`config.mk`:
```
export PLATFORM = sky130hd
export DESIGN_NAME = pred_update_sched
export DESIGN_NICKNAME = d
export VERILOG_FILES = /design/src/rtl/pred_update_sched.sv
export SDC_FILE = /design/constraint.sdc
export NUM_CORES = 1
export LEC_CHECK = 0
export CAP_MARGIN = 0
export CELL_PAD_IN_SITES_DETAIL_PLACEMENT = 0
export CELL_PAD_IN_SITES_GLOBAL_PLACEMENT = 1
export CORE_AREA = 2 2 107 88
export CTS_CLUSTER_DIAMETER = 120
export DETAILED_ROUTE_END_ITERATION = 10
export DIE_AREA = 0 0 109 90
export DONT_BUFFER_PORTS = 1
export PLACE_DENSITY = 0.5
export SYNTH_ARGS = -nofsm -noshare
export SYNTH_HDL_FRONTEND = slang
export SYNTH_SLANG_ARGS = --single-unit
```
`constraint.sdc`:
```
create_clock -name clk_i -period 2.3 [get_ports clk_i]
set_input_delay 0.115 -clock clk_i [delete_from_list [all_inputs] [get_ports clk_i]]
set_output_delay 0.115 -clock clk_i [all_outputs]
set_load 0.02 [all_outputs]
```
`src/rtl/pred_update_sched.sv`:
```
// Branch predictor table port arbiter: interleaves prediction lookups with queued
// read-modify-write counter updates on a single-port 2-bit-counter table.
module pred_update_sched #(
   parameter int unsigned IDX_W        = 10,
   parameter int unsigned DEPTH        = 4,
   parameter int unsigned STARVE_LIMIT = 8
) (
   input  logic             clk_i,
   input  logic             rst_ni,
   input  logic             lookup_valid_i,
   input  logic [IDX_W-1:0] lookup_idx_i,
   output logic             lookup_ready_o,
   input  logic             upd_valid_i,
   input  logic [IDX_W-1:0] upd_idx_i,
   input  logic             upd_taken_i,
   output logic             upd_ready_o,
   output logic             pred_valid_o,
   output logic             pred_taken_o,
   output logic             tbl_en_o,
   output logic             tbl_we_o,
   output logic [IDX_W-1:0] tbl_idx_o,
   output logic [1:0]       tbl_wdata_o,
   input  logic [1:0]       tbl_rdata_i
);

   localparam int unsigned PTR_W = $clog2(DEPTH);
   localparam int unsigned CNT_W = $clog2(DEPTH + 1);
   localparam int unsigned STV_W = (STARVE_LIMIT > 0) ? $clog2(STARVE_LIMIT + 1) : 1;

   typedef struct packed {
      logic [IDX_W-1:0] idx;
      logic             taken;
   } entry_t;

   typedef enum logic {IDLE, UPD_WR} state_t;

   state_t           state_q, state_d;
   entry_t           fifo_q [DEPTH];
   entry_t           head;
   logic [PTR_W-1:0] wr_ptr_q, rd_ptr_q;
   logic [CNT_W-1:0] count_q;
   logic [STV_W-1:0] starve_q, starve_d;
   logic             pred_pend_q;
   logic             push, pop, fifo_empty, fifo_full;
   logic             upd_issue, lookup_acc;

   // Saturating 2-bit counter step, no wrap in either direction.
   function automatic logic [1:0] sat_ctr(input logic [1:0] ctr, input logic taken);
      if (taken) return (ctr == 2'd3) ? 2'd3 : ctr + 2'd1;
      else       return (ctr == 2'd0) ? 2'd0 : ctr - 2'd1;
   endfunction

   assign head        = fifo_q[rd_ptr_q];
   assign fifo_empty  = (count_q == '0);
   assign fifo_full   = (count_q == CNT_W'(DEPTH));
   assign upd_ready_o = !fifo_full;
   assign push        = upd_valid_i && !fifo_full;

   assign pred_valid_o = pred_pend_q;
   assign pred_taken_o = pred_pend_q & tbl_rdata_i[1];

   // Arbitration: pending updates win when idle port, near-full FIFO, or starved.
   always_comb begin
      state_d        = state_q;
      starve_d       = starve_q;
      lookup_ready_o = 1'b0;
      tbl_en_o       = 1'b0;
      tbl_we_o       = 1'b0;
      tbl_idx_o      = '0;
      tbl_wdata_o    = '0;
      pop            = 1'b0;
      upd_issue      = 1'b0;
      lookup_acc     = 1'b0;
      if (rst_ni) begin
         case (state_q)
            IDLE: begin
               if (!fifo_empty && (!lookup_valid_i || count_q >= CNT_W'(DEPTH - 1) ||
                                   starve_q == STV_W'(STARVE_LIMIT))) begin
                  upd_issue = 1'b1;
                  tbl_en_o  = 1'b1;
                  tbl_idx_o = head.idx;
                  state_d   = UPD_WR;
               end else if (lookup_valid_i) begin
                  lookup_acc     = 1'b1;
                  lookup_ready_o = 1'b1;
                  tbl_en_o       = 1'b1;
                  tbl_idx_o      = lookup_idx_i;
               end
            end
            UPD_WR: begin
               tbl_en_o    = 1'b1;
               tbl_we_o    = 1'b1;
               tbl_idx_o   = head.idx;
               tbl_wdata_o = sat_ctr(tbl_rdata_i, head.taken);
               pop         = 1'b1;
               state_d     = IDLE;
            end
            default: state_d = IDLE;
         endcase
         if (upd_issue || fifo_empty) begin
            starve_d = '0;
         end else if (lookup_acc && starve_q != STV_W'(STARVE_LIMIT)) begin
            starve_d = starve_q + STV_W'(1);
         end
      end
   end

   always_ff @(posedge clk_i or negedge rst_ni) begin
      if (!rst_ni) begin
         state_q     <= IDLE;
         starve_q    <= '0;
         pred_pend_q <= 1'b0;
      end else begin
         state_q     <= state_d;
         starve_q    <= starve_d;
         pred_pend_q <= lookup_acc;
      end
   end

   // FIFO bookkeeping; power-of-two depth lets pointers wrap naturally.
   always_ff @(posedge clk_i or negedge rst_ni) begin
      if (!rst_ni) begin
         wr_ptr_q <= '0;
         rd_ptr_q <= '0;
         count_q  <= '0;
      end else begin
         if (push) wr_ptr_q <= wr_ptr_q + PTR_W'(1);
         if (pop)  rd_ptr_q <= rd_ptr_q + PTR_W'(1);
         case ({push, pop})
            2'b10:   count_q <= count_q + CNT_W'(1);
            2'b01:   count_q <= count_q - CNT_W'(1);
            default: count_q <= count_q;
         endcase
      end
   end

   always_ff @(posedge clk_i) begin
      if (push) fifo_q[wr_ptr_q] <= '{idx: upd_idx_i, taken: upd_taken_i};
   end

endmodule

```
==> results.json <==
{
  "clk_latency_ns": 0.33,
  "coreArea_sq_um": 8800,
  "placed_cells": 284,
  "antenna_found_initial": 0,
  "grt_max_degree": 16,
  "required_ns": 2.18,
  "worstSetupStartpointType": "flop",
  "io_buffers": 0,
  "grt_pass1_vias": 1554,
  "synthesis.area_sq_um": 2570,
  "drc": 0,
  "cap_violations": 0,
  "ys_ff_latch": 57,
  "drt-vias-per-instance": 4.57,
  "synth-edff-count": 44,
  "tritoncts": "done",
  "vias": 1427,
  "layout.cells.non_filler": 312,
  "placed_area_sq_um": 2780,
  "die_w_um": 109,
  "rows": 31,
  "dpl.hpwl_um": 3540,
  "io_pins": 45,
  "p_total_mw": 3.71,
  "crit_arrival_ns": 2.03,
  "ys_types": 34,
  "status": "complete, no violations",
  "criticalPathCategory": "reg2out",
  "grt_pass1_wl_um": 7900,
  "finalNetCount": 227,
  "final_common_cell": "edfxtp_1",
  "endpoint_kind": "output port",
  "setup_violations": 0,
  "drt-wirelength-per-cell_um": 16.3,
  "hold_viol_final": 0,
  "slew_viol_final": 0,
  "rsz0062_at_grt": "no",
  "antenna_cells": 0,
  "clkTransAtPathRegs_ns": 0.07,
  "grt_overflow": 0,
  "clockBufferDepth": 2,
  "fmax_mhz": 466,
  "mostFrequentLayoutCells": "edfxtp_1, inv_1, dfrtp_1",
  "syn_avg_cell_area_sq_um": 15.7,
  "routabilityCongestion": 0.681,
  "cts-htree-levels": 3,
  "die-area_sq_um": 9810,
  "drtIter0Drc": 85,
  "die_h_um": 90,
  "layout_min_cycle_time_ns": 2.15,
  "synth_flop_cell": "edfxtp_1",
  "final_util_pct": 35.3,
  "skew_ns": 0.00588,
  "grt.total_usage_pct": 11.2,
  "final_area_sq_um": 3110,
  "cts.sinks": 57,
  "hold_path_class": "in2reg",
  "syn_inst": 163,
  "wl_um": 5100,
  "worstMarginPinSlew_ns": 0.721,
  "finalSetupTns_ns": 0,
  "period_share_pct": 93.3,
  "synth_nets": 198,
  "clockRootBuffer": "clkbuf_8",
  "power_density_nw_per_um2": 1190,
  "yosysSeqAreaShare_pct": 64.2,
  "ant_nets": 0,
  "drive_above_1_share_pct": 22.8,
  "start_util_pct": 29.1,
  "syn_to_final_growth_pct": 21.0,
  "first_pass_iters": 4,
  "cts_setup_buffers": 0,
  "synth-async-reset-ratio_pct": 22.8,
  "crit_fanout": 11,
  "leakagePower_nw": 1.16,
  "max-slew-margin-rel_pct": 51.8,
  "yosysWarningCount": 0,
  "peakVddDrop_uv": 377,
  "numCtsBuffers": 9
}
-- state kept, by name, summed over array words and instances (netlist names) --
| name | flops |
|---|---|
| count_q | 3 |
| fifo_q | 44 |
| pred_valid_o | 1 |
| rd_ptr_q | 2 |
| starve_q | 4 |
| state_q | 1 |
| wr_ptr_q | 2 |
-- cell type report --
class,instances,area [sq um]
multi-input combinational,82,833
timing repair buffer,23,215
clock inverter,7,71.3
sequential,57,1650
clock buffer,9,124
tap,115,144
inverter,19,71.3
fill,843,5700
-- routing by layer --
metal  GRT usage (%)  wire (um)  share of wire [%]  vias up
li1                -          -                  -      670
met2            17.9       2590                 51       33
met1            13.0       2200                 43      718
met3            4.57        230                4.5        6
met4            5.24         77                1.5        0
met5               0          0                  0        -
-- report_power, final --
group,total (mW),internal (mW),switching (mW)
logic,1.26,0.553,0.702
registers,1.56,1.37,0.191
clock network,0.895,0.499,0.396
-- what timing repair did --
action                                  CTS  global route
hold buffers                             12             0
gates resized for setup                   1             1
endpoints found under the hold margin    58             0
endpoints found under the setup margin   11            11
cloned                                    0             0
-- cell usage after synthesis (all sizes together), types with 2 or more instances --
cell | count | area share [%]
a21boi | 3 | 0.88
a31oi | 2 | 1.1
and2 | 3 | 0.73
and3 | 4 | 0.97
buf | 4 | 0.88
dfrtp | 13 | 13
edfxtp | 44 | 51
ha | 7 | 3.4
inv | 19 | 2.8
mux4 | 11 | 9.7
nand2 | 7 | 1.0
nand3 | 6 | 1.2
nor2 | 5 | 0.73
o21ai | 5 | 0.97
o2bb2ai | 10 | 3.4
xnor2 | 3 | 1.0
xor2 | 3 | 1.0
-- worst max-delay path: stages, from the launching register on --
cell and delay (ns):
dfrtp_1 0.42, inv_1 0.06, ha_1 0.23, nand3b_4 0.11
a31oi_4 0.13, nor2_1 0.22, buf_4 0.27, o2bb2ai_1 0.27
-- metrics by stage --
step | setup slack, ns | hold WS, ns
2_1_floorplan | 0.144 | -0.181
3_3_place_gp | 0.125 | -0.180
3_5_place_dp | 0.0210 | -0.180
4_1_cts | 0.0445 | 0.0104
5_1_grt | 0.0242 | 0.0524
6_report | 0.155 | 0.0381
-- logic make-up after synthesis --
family,after synthesis,synth area share [%]
adders and majority gates,8,4.19
AOI/OAI and AO/OA,25,8.09
muxes,13,10.5
and+or+nand+nor,30,7.22
buffers and inverters,24,3.80
xor gates and xnor gates,6,2.05
DFF,57,64.2
-- final timing paths --
check,startpoint,to,slack (ns),cells past startpoint
setup reg to reg,count_q[0],count_q[2],0.22,10
min in group asynchronous,rst_ni,starve_q[2],0.28,1
max in group asynchronous,rst_ni,starve_q[0],1.56,1
hold reg to reg,starve_q[1],starve_q[1],0.55,1
setup / recovery,starve_q[0],tbl_idx_o[7],0.15,7
hold / removal,rst_ni,starve_q[2],0.04,2
Power figures use the tool's default switching activity.
